File: src/rtl/beep_sequencer_if.sv
// Pattern request and buzzer drive bundle between the alarm controller and beep_sequencer.
// The master side issues requests; the slave side is the sequencer.
interface beep_sequencer_if;
  logic        start_i;
  logic        stop_i;
  logic [3:0]  count_i;
  logic [9:0]  on_ms_i;
  logic [9:0]  off_ms_i;
  logic [21:0] tone_i;
  logic        busy_o;
  logic        done_o;
  logic        buzz_en_o;
  logic [21:0] buzz_cmp_o;

  modport master (
    output start_i, stop_i, count_i, on_ms_i, off_ms_i, tone_i,
    input  busy_o, done_o, buzz_en_o, buzz_cmp_o
  );

  modport slave (
    input  start_i, stop_i, count_i, on_ms_i, off_ms_i, tone_i,
    output busy_o, done_o, buzz_en_o, buzz_cmp_o
  );
endinterface

File: src/rtl/beep_sequencer.sv
// Plays a latched pattern of count tone bursts (on_ms on, off_ms off) on the buzzer,
// then pulses done. stop aborts at any time without a done pulse.
module beep_sequencer #(
  parameter int TICK_DIV = 50000
) (
  input  logic      clk_i,
  input  logic      rst_n_i,
  beep_sequencer_if.slave bus
);

  localparam int PW = (TICK_DIV > 1) ? $clog2(TICK_DIV) : 1;

  typedef enum logic [1:0] {S_IDLE, S_ON, S_OFF} state_t;

  state_t      r_state, w_state_next;
  logic [PW-1:0] r_presc, w_presc_next;
  logic [9:0]  r_ms_cnt, w_ms_cnt_next;
  logic [3:0]  r_beeps_left, w_beeps_left_next;
  logic [9:0]  r_on_ms, w_on_ms_next;
  logic [9:0]  r_off_ms, w_off_ms_next;
  logic [21:0] r_tone, w_tone_next;
  logic        r_busy, r_done, r_buzz_en;
  logic        w_done_next;
  logic        w_ms_tick;
  logic [9:0]  w_phase_ms;

  assign w_ms_tick  = (r_presc == PW'(TICK_DIV - 1));
  assign w_phase_ms = (r_state == S_ON) ? r_on_ms : r_off_ms;

  always_ff @(posedge clk_i or negedge rst_n_i) begin
    if (!rst_n_i) begin
      r_state      <= S_IDLE;
      r_presc      <= '0;
      r_ms_cnt     <= '0;
      r_beeps_left <= '0;
      r_on_ms      <= '0;
      r_off_ms     <= '0;
      r_tone       <= '0;
      r_busy       <= 1'b0;
      r_done       <= 1'b0;
      r_buzz_en    <= 1'b0;
    end else begin
      r_state      <= w_state_next;
      r_presc      <= w_presc_next;
      r_ms_cnt     <= w_ms_cnt_next;
      r_beeps_left <= w_beeps_left_next;
      r_on_ms      <= w_on_ms_next;
      r_off_ms     <= w_off_ms_next;
      r_tone       <= w_tone_next;
      r_busy       <= (w_state_next != S_IDLE);
      r_done       <= w_done_next;
      r_buzz_en    <= (w_state_next == S_ON);
    end
  end

  always_comb begin
    w_state_next      = r_state;
    w_presc_next      = r_presc;
    w_ms_cnt_next     = r_ms_cnt;
    w_beeps_left_next = r_beeps_left;
    w_on_ms_next      = r_on_ms;
    w_off_ms_next     = r_off_ms;
    w_tone_next       = r_tone;
    w_done_next       = 1'b0;

    if (bus.stop_i) begin
      // Abort: latched pattern and tone are kept, only the sequencing state is cleared.
      w_state_next      = S_IDLE;
      w_presc_next      = '0;
      w_ms_cnt_next     = '0;
      w_beeps_left_next = '0;
    end else begin
      case (r_state)
        S_IDLE: begin
          if (bus.start_i) begin
            // Zero durations are clamped to 1 ms so each phase always has length.
            w_on_ms_next  = (bus.on_ms_i == 10'd0) ? 10'd1 : bus.on_ms_i;
            w_off_ms_next = (bus.off_ms_i == 10'd0) ? 10'd1 : bus.off_ms_i;
            w_tone_next   = bus.tone_i;
            w_presc_next  = '0;
            w_ms_cnt_next = '0;
            if (bus.count_i != 4'd0) begin
              w_beeps_left_next = bus.count_i;
              w_state_next      = S_ON;
            end else begin
              w_done_next = 1'b1;
            end
          end
        end
        S_ON, S_OFF: begin
          w_presc_next = w_ms_tick ? '0 : r_presc + PW'(1);
          if (w_ms_tick) begin
            if (r_ms_cnt == w_phase_ms - 10'd1) begin
              w_ms_cnt_next = '0;
              if (r_state == S_OFF) begin
                w_state_next = S_ON;
              end else begin
                w_beeps_left_next = r_beeps_left - 4'd1;
                if (r_beeps_left == 4'd1) begin
                  w_state_next = S_IDLE;
                  w_done_next  = 1'b1;
                end else begin
                  w_state_next = S_OFF;
                end
              end
            end else begin
              w_ms_cnt_next = r_ms_cnt + 10'd1;
            end
          end
        end
        default: begin
          w_state_next = S_IDLE;
        end
      endcase
    end
  end

  assign bus.busy_o     = r_busy;
  assign bus.done_o     = r_done;
  assign bus.buzz_en_o  = r_buzz_en;
  assign bus.buzz_cmp_o = r_tone;

endmodule

File: src/flat_wrapper.sv
// flat-port wrapper written by rule: the top's interface ports become plain ports
module beep_sequencer_flat 
#(
  parameter int TICK_DIV = 50000
)
  (clk_i, rst_n_i, bus_start_i, bus_stop_i, bus_count_i, bus_on_ms_i, bus_off_ms_i, bus_tone_i, bus_busy_o, bus_done_o, bus_buzz_en_o, bus_buzz_cmp_o);
  beep_sequencer_if bus_i ();
  input  logic clk_i;
  input  logic rst_n_i;
  input wire logic [$bits(bus_i.start_i)-1:0] bus_start_i;
  input wire logic [$bits(bus_i.stop_i)-1:0] bus_stop_i;
  input wire logic [$bits(bus_i.count_i)-1:0] bus_count_i;
  input wire logic [$bits(bus_i.on_ms_i)-1:0] bus_on_ms_i;
  input wire logic [$bits(bus_i.off_ms_i)-1:0] bus_off_ms_i;
  input wire logic [$bits(bus_i.tone_i)-1:0] bus_tone_i;
  output wire logic [$bits(bus_i.busy_o)-1:0] bus_busy_o;
  output wire logic [$bits(bus_i.done_o)-1:0] bus_done_o;
  output wire logic [$bits(bus_i.buzz_en_o)-1:0] bus_buzz_en_o;
  output wire logic [$bits(bus_i.buzz_cmp_o)-1:0] bus_buzz_cmp_o;
  assign bus_i.start_i = bus_start_i;
  assign bus_i.stop_i = bus_stop_i;
  assign bus_i.count_i = bus_count_i;
  assign bus_i.on_ms_i = bus_on_ms_i;
  assign bus_i.off_ms_i = bus_off_ms_i;
  assign bus_i.tone_i = bus_tone_i;
  assign bus_busy_o = bus_i.busy_o;
  assign bus_done_o = bus_i.done_o;
  assign bus_buzz_en_o = bus_i.buzz_en_o;
  assign bus_buzz_cmp_o = bus_i.buzz_cmp_o;
  beep_sequencer #(.TICK_DIV(TICK_DIV)) u_core (.clk_i(clk_i), .rst_n_i(rst_n_i), .bus(bus_i));
endmodule
File: config.mk
export PLATFORM = sky130hd
export DESIGN_NAME = beep_sequencer_flat
export DESIGN_NICKNAME = d
export VERILOG_FILES = /design/src/rtl/beep_sequencer_if.sv /design/src/rtl/beep_sequencer.sv /design/src/flat_wrapper.sv
export SDC_FILE = /design/constraint.sdc
export NUM_CORES = 1
export LEC_CHECK = 0
export CAP_MARGIN = 0
export CORE_ASPECT_RATIO = 2
export CORE_MARGIN = 1
export CORE_UTILIZATION = 38
export CTS_CLUSTER_DIAMETER = 50
export DETAILED_ROUTE_END_ITERATION = 7
export GPL_ROUTABILITY_DRIVEN = 0
export GPL_TIMING_DRIVEN = 0
export HOLD_SLACK_MARGIN = 0.08
export PLACE_DENSITY = 0.72
export REMOVE_ABC_BUFFERS = 1
export SLEW_MARGIN = 20
export SYNTH_ARGS = -nofsm -noshare
export SYNTH_HDL_FRONTEND = slang
export SYNTH_SLANG_ARGS = --single-unit
File: constraint.sdc
create_clock -name clk_i -period 2.7 [get_ports clk_i]
set_clock_uncertainty 0.2 [all_clocks]
set_input_delay 0.27 -clock clk_i [delete_from_list [all_inputs] [get_ports clk_i]]
set_output_delay 0.27 -clock clk_i [all_outputs]
set_load 0.02 [all_outputs]
==> results.ini, run 1 <==
[yosys]
synth_edf_count=0
synthFlopType=dfrtp_1
avgSynthCellArea_um2=10.9
synth_seq_cells=77
ys_warn_count=0
syn_inst=366
synthTopCellsByArea=dfrtp_1 49%, mux2_2 11%, xor2_1 4.4%
synth_cell_types=48
synth_top_area_share=0.485
syn-cell-area_um2=3970
synth_largest_area_cell=dfrtp_1
async_flop_share=1.00
ys_seq_area_frac=0.485

[power]
power_density_nw_per_um2=658
p_int_mw=2.58
combPwrFrac=0.303
switchingPower_mw=1.11
ir_drop_v=0.000424
power.share.sequential=0.400
switching_share=0.300
p_clk_frac=0.298
power_mw=3.68
leakagePower_nw=2.30

[place]
dpl_worst_slack_ns=-0.957
place_area_um2=4870
dp_hpwl_mm=6.48
io_buffers=74

[critical_path]
crit_start=u_core.r_state[1]
crit_required_ns=2.75
crit_fanout=5
end_kind=flop
worstSetupPathType=flop to flop
start_kind=flop
worstReg2RegStart=u_core.r_state[1]
worst_ep_arrival_time_ns=2.95

[job]
cap_violations=0

[global_routing]
grt_pass1_vias=3333
gr-total-overflow=0
grt_max_degree=41
grt_pass1_wl_mm=15.6
globalRouteTotalUtil=0.187
antenna_found_initial=0

[hold_path]
hold_class=input port to async pin

[timing]
hold_viol=0
worst_slack_ns=-0.200
whs_ns=0.260
worst_slew_pin_slew_ns=0.683
relSlewSlack=0.541
period_share=1.07
setup_viol=12
rsz0062_at_grt=true
min_period_ns=2.90
maxSlewViolCount=0
fmax_mhz=345

[run_status]
failed_checks=negative setup slack
status=complete, but fails checks

[clock_network]
clkLatencyLatePin_ns=0.33
clock_path_buffers=2
cts.htree.levels=3
root_buffer=clkbuf_16
numCtsBuffers=9
cts.clk_slew.worst_paths_ns=0.06
tritoncts=yes
numClockSinks=77

[floorplanning]
chipHeight_um=147
fp.dieW_um=74.3
ioPinCount=75
rows=52
coreArea_um2=10100
die_area_um2=10900
start_util=0.391

[detailed_routing]
viasPerCell=5.22
wl_mm=9.29
ant_nets=0
drt-wirelength-per-cell_um=15.5
drtIter0Drc=164
vias=3137
drcViolationCount=0
firstDrtPassIters=4

[layout]
layout.nets=522
layout_commonest_cell=dfrtp_1
insertedDiodeCount=0
design_area_um2=5600
area_growth_pct=40.9
final_cell_mix=76 x dfrtp_1, 73 x clkdlybuf4s50_1, 40 x mux2_2, 33 x nor2_1, 29 x nand2_1
drive_gt1_frac=0.264
fin_util=0.551

## critical path, cell delays in order (launching register included)
cell	delay (ns)
dfrtp_1	0.41
inv_2	0.10
ha_4	0.17
buf_12	0.13
mux2i_1	0.21
xnor2_1	0.19
xor2_1	0.18
o2bb2a_2	0.24
nor3_4	0.29
nand3_2	0.17
mux2_4	0.32
a211oi_2	0.20
## cells in the mapped netlist, types with 2 or more instances
master and n:
nand2b_1 3, nand2_1 29, nor4_1 5, nand3b_1 2, nand4_1 5, clkbuf_1 7
nor3_1 12, o211ai_1 2, a21oi_1 14, xor2_1 20, nand3_1 9, and3_1 8
mux2i_1 12, nand4b_1 2, xnor2_1 11, a31oi_1 4, ha_1 9, mux2_2 40
o21ai_0 17, or3_1 3, buf_6 2, nor3_2 2, and2_1 2, o31ai_1 2
nor2_1 36, dfrtp_1 77, inv_1 8, o22ai_1 3
## state kept, by name, summed over array words and instances (netlist names)
| name | cells |
|---|---|
| u_core.bus.buzz_cmp_o | 22 |
| u_core.r_presc | 16 |
| u_core.r_ms_cnt | 10 |
| u_core.r_off_ms | 10 |
| u_core.r_on_ms | 10 |
| u_core.r_beeps_left | 4 |
| u_core.r_state | 2 |
| u_core.bus.busy_o | 1 |
| u_core.bus.buzz_en_o | 1 |
| u_core.bus.done_o | 1 |
## per-stage QoR
step                cells  setup TNS (ns)
global placement      565         -156.98
CTS                   596          -0.336
detailed placement    568          -16.42
global route          601           -4.05
finish                601           -1.57
floorplan             356           -5.53
## cells by family after synthesis
| group | share of synthesized area |
|---|---|
| DFF | 0.485 |
| buffers and inverters | 0.0211 |
| AOI/OAI and AO/OA | 0.0768 |
| muxes | 0.147 |
| xor gates and xnor gates | 0.0724 |
| adders and majority gates | 0.0283 |
| and+or+nand+nor | 0.169 |
## layout make-up
cell class | count | area [µm²]
Fill cell | 907 | 4550
Multi-Input combinational cell | 271 | 2200
Sequential cell | 77 | 1930
Timing Repair Buffer | 96 | 997
Clock buffer | 12 | 256
Tap cell | 135 | 169
Inverter | 8 | 30.0
Clock inverter | 2 | 10.0
## power groups by stage
stage               clock network [mW]  registers, mW  logic, mW
floorplan                            0           1.53      0.471
finish                            1.10           1.47       1.11
detailed placement                   0           1.46      0.928
global route                      1.17           1.49       1.19
CTS                               1.12           1.45       1.06
global placement                     0           1.45      0.902
## worst paths after layout
check                      slack (ns)                        end  cells past startpoint
hold reg to reg                  0.30  u_core.bus.buzz_cmp_o[12]                      1
setup / recovery                -0.20       u_core.bus.buzz_en_o                     11
min in group clk_i               0.30  u_core.bus.buzz_cmp_o[12]                      1
setup reg to reg                -0.20       u_core.bus.buzz_en_o                     11
hold / removal                   0.26   u_core.bus.buzz_cmp_o[2]                      2
max in group asynchronous        1.44          u_core.r_state[0]                      3
## routing by layer
metal  part of all wire  GRT usage  vias up
met5                  0          0        -
met4              0.028     0.0821        0
met3              0.025     0.0373       23
met2               0.59      0.339       58
met1               0.36      0.202     1565
li1                   -          -     1491
## repair_timing
| action | 4_1_cts | 5_1_grt |
|---|---|---|
| setup endpoints to repair | 32 | 24 |
| resized for setup | 36 | 27 |
| pin swaps | 17 | 11 |
| gates cloned | 1 | 0 |
| hold buffers | 1 | 0 |
| setup buffers | 12 | 5 |
| hold endpoints to repair | 39 | 0 |
Power figures use the tool's default switching activity.
==> run 2: changes to the inputs <==
--- a/config.mk
+++ b/config.mk
@@ -5,6 +5,7 @@
 export SDC_FILE = /design/constraint.sdc
 export NUM_CORES = 1
 export LEC_CHECK = 0
+export ABC_CLOCK_PERIOD_IN_PS = 2700
 export CAP_MARGIN = 0
 export CORE_ASPECT_RATIO = 2
 export CORE_MARGIN = 1
==> results of run 2 <==
No change in the layout: final DEF, timing and power equal those of run 1.
==> run 3: changes to the inputs <==
--- a/config.mk
+++ b/config.mk
@@ -13,7 +13,6 @@
 export CTS_CLUSTER_DIAMETER = 50
 export DETAILED_ROUTE_END_ITERATION = 7
 export GPL_ROUTABILITY_DRIVEN = 0
-export GPL_TIMING_DRIVEN = 0
 export HOLD_SLACK_MARGIN = 0.08
 export PLACE_DENSITY = 0.72
 export REMOVE_ABC_BUFFERS = 1
==> run 3 against run 2 <==
The flow still finishes with violations (negative setup slack). Non-clock buffer count is 16 higher. Sequential share of layout area is 1.1 points lower. Clock-buffer cell count is 2 lower. Final cell count is 3.0% higher. Critical path depth is 2 higher. Global-route usage is 0.76 points higher. Register-to-register slack worse by 0.11 ns. Sequential power hardly changed. Hold slack worse by 0.069 ns. Worst setup slack worse by 0.11 ns. Die area stayed put. Critical endpoint unchanged. Highest routed layer unchanged.
==> results.ini, run 3 (same netlist as run 1, synthesis figures left out) <==
[layout]
largest_reg_flops=22  ; unchanged
register_area_um2=1930  ; about the same
drive_gt1_frac=0.293  ; was 0.264
n_fill_cell=878  ; was 907
area_growth_pct=45.4  ; was 40.9%
final_cell_mix=77 x dfrtp_1, 73 x clkdlybuf4s50_1, 40 x mux2_2, 34 x nor2_1, 29 x buf_4  ; was 76 x dfrtp_1, 73 x clkdlybuf4s50_1, 40 x mux2_2, 33 x nor2_1, 29 x nand2_1
layout.nets=538  ; was 522
design_area_um2=5770  ; was 5600 µm²
layout_commonest_cell=dfrtp_1  ; unchanged
multi_input_area_um2=2220  ; was 2200 µm²
insertedDiodeCount=0  ; unchanged
stdcell_count=619  ; was 601

[place]
place_area_um2=5030  ; was 4870 µm²
dp.cells=589  ; was 568
io_buffers=74  ; unchanged
dp_hpwl_mm=6.91  ; was 6.48 mm

[power]
ir_drop_v=0.000516  ; was 0.000424 V
power.share.sequential=0.378  ; was 0.400
switching_share=0.310  ; was 0.300
p_clk_frac=0.317  ; was 0.298
switchingPower_mw=1.21  ; was 1.11 mW
combPwrFrac=0.305  ; was 0.303
leakagePower_nw=2.39  ; was 2.30 nW
power_density_nw_per_um2=677  ; was 658 nW/µm²
p_int_mw=2.70  ; was 2.58 mW

[timing]
worst_slack_ns=-0.314  ; was -0.200 ns
hold_viol=0  ; unchanged
min_period_ns=3.01  ; was 2.90 ns
fmax_mhz=332  ; was 345 MHz
maxSlewViolCount=0  ; unchanged
relSlewSlack=0.613  ; was 0.541
rsz0062_at_grt=true  ; unchanged
setup_viol=21  ; was 12
period_share=1.12  ; was 1.07
worst_slew_pin_slew_ns=0.575  ; was 0.683 ns

[critical_path]
worstSetupPathType=flop to flop  ; unchanged
path_cells=inv_2 > ha_4 > buf_12 > mux2i_2 > ha_2 > o211ai_1 > nor2_1 > a21oi_2 > nor3_4 > a311oi_2 > a211oi_2 > buf_4 > a211oi_2  ; was inv_2 > ha_4 > buf_12 > mux2i_1 > xnor2_1 > xor2_1 > o2bb2a_2 > nor3_4 > nand3_2 > mux2_4 > a211oi_2
crit_fanout=8  ; was 5
cpMaxStageDelayCell=dfrtp_1  ; unchanged
cpPeakStageDelay_ns=0.39  ; was 0.41 ns
worst_ep_arrival_time_ns=3.04  ; was 2.95 ns
end_kind=flop  ; unchanged
r2r_cells=13  ; was 11
start_kind=flop  ; unchanged
crit_top_cell=a211oi_2
crit_required_ns=2.72  ; was 2.75 ns

[detailed_routing]
vias=3272  ; was 3137
ant_nets=0  ; unchanged
wl_mm=10.2  ; was 9.29 mm
drtIter0Drc=159  ; was 164
viasPerCell=5.29  ; was 5.22
firstDrtPassIters=5  ; was 4
drt-wirelength-per-cell_um=16.5  ; was 15.5 µm
drcViolationCount=0  ; unchanged

[clock_network]
cts.htree.levels=3  ; unchanged
numCtsBuffers=9  ; unchanged
tritoncts=yes  ; unchanged
root_buffer=clkbuf_16  ; unchanged
cts.clk_slew.worst_paths_ns=0.06  ; about the same
clkLatencyLatePin_ns=0.34  ; was 0.33 ns
numClockSinks=77  ; unchanged
clock_path_buffers=2  ; unchanged

[floorplanning]
rows=52  ; unchanged
chipHeight_um=147  ; unchanged
fp.dieW_um=74.3  ; unchanged
start_util=0.391  ; unchanged
ioPinCount=75  ; unchanged
die_area_um2=10900  ; unchanged
coreArea_um2=10100  ; unchanged

[global_routing]
met2_usage=0.360  ; was 0.339
grt_max_degree=78  ; was 41
grt.met1_usage=0.201  ; was 0.202
grt_pass1_wl_mm=16.2  ; was 15.6 mm
top_usage_layer=met2  ; unchanged
grt_pass1_vias=3429  ; was 3333
use_met3=0.0311  ; was 0.0373
antenna_found_initial=0  ; unchanged
gr-total-overflow=0  ; unchanged
globalRouteTotalUtil=0.195  ; was 0.187

[hold_path]
hold_class=input port to async pin  ; unchanged

[job]
cap_violations=0  ; unchanged

[run_status]
failed_checks=negative setup slack  ; unchanged
status=complete, but fails checks  ; unchanged

[run 3: path summary, 6_finish.rpt]
| path | slack, ns | start | to |
|---|---|---|---|
| setup / recovery | -0.31 | u_core.r_state[1] | u_core.bus.buzz_en_o |
| hold / removal | 0.19 | rst_n_i | u_core.bus.buzz_cmp_o[4] |
| setup reg to reg | -0.31 | u_core.r_state[1] | u_core.bus.buzz_en_o |
| hold reg to reg | 0.30 | u_core.bus.buzz_cmp_o[13] | u_core.bus.buzz_cmp_o[13] |
| max in group asynchronous | 1.54 | rst_n_i | u_core.r_off_ms[0] |
| min in group clk_i | 0.30 | u_core.bus.buzz_cmp_o[13] | u_core.bus.buzz_cmp_o[13] |
[run 3: cell type report]
class / count / share of cell area
multi-input cells: 271 / 0.384
clock inverters: 6 / 0.0121
well taps: 135 / 0.0293
inverters: 8 / 0.00520
repair buffers: 112 / 0.194
flip-flops and latches: 77 / 0.334
clock buffers: 10 / 0.0414
[run 3: what timing repair did]
action,CTS,global route
endpoints found under the hold margin,77,0
cloned,1,0
setup endpoints to repair,17,21
pin swaps,18,18
hold buffers,1,0
gates resized for setup,29,30
setup buffers,2,9
[run 3: critical path: cells and delay by family (launching register included)]
kind / cells / cell delay (ns)
AO/OA/AOI/OAI: 5 / 0.74
AND/OR/NAND/NOR: 2 / 0.46
multiplexers: 1 / 0.27
adder cells (fa/ha/maj): 2 / 0.44
flip-flops: 1 / 0.39
buffers and inverters: 3 / 0.39
[run 3: stage by stage]
step	setup TNS [ns]	utilization	hold slack [ns]	setup slack [ns]	power, mW
6_report	-3.26	0.569	0.191	-0.314	3.91
3_3_place_gp	-2.28	0.496	0.287	-0.271	2.41
4_1_cts	-0.778	0.546	0.306	-0.152	3.80
5_1_grt	-5.61	0.569	0.247	-0.390	4.07
3_5_place_dp	-4.16	0.496	0.292	-0.394	2.44
2_1_floorplan	-5.53	-	-0.226	-0.431	2.00
[run 3: routing by layer]
layer,wire (µm),part of all wire,up-vias
met1,3520,0.34,1624
met5,0,0,-
met2,5900,0.58,83
li1,-,-,1530
met3,327,0.032,35
met4,454,0.044,0
[run 3: power groups by stage]
stage	Sequential (mW)	Clock [mW]	Combinational, mW
after floorplan	1.53	0	0.471
after global placement	1.46	0	0.952
after detailed placement	1.46	0	0.979
after CTS	1.46	1.26	1.08
after global routing	1.50	1.30	1.27
final	1.48	1.24	1.19
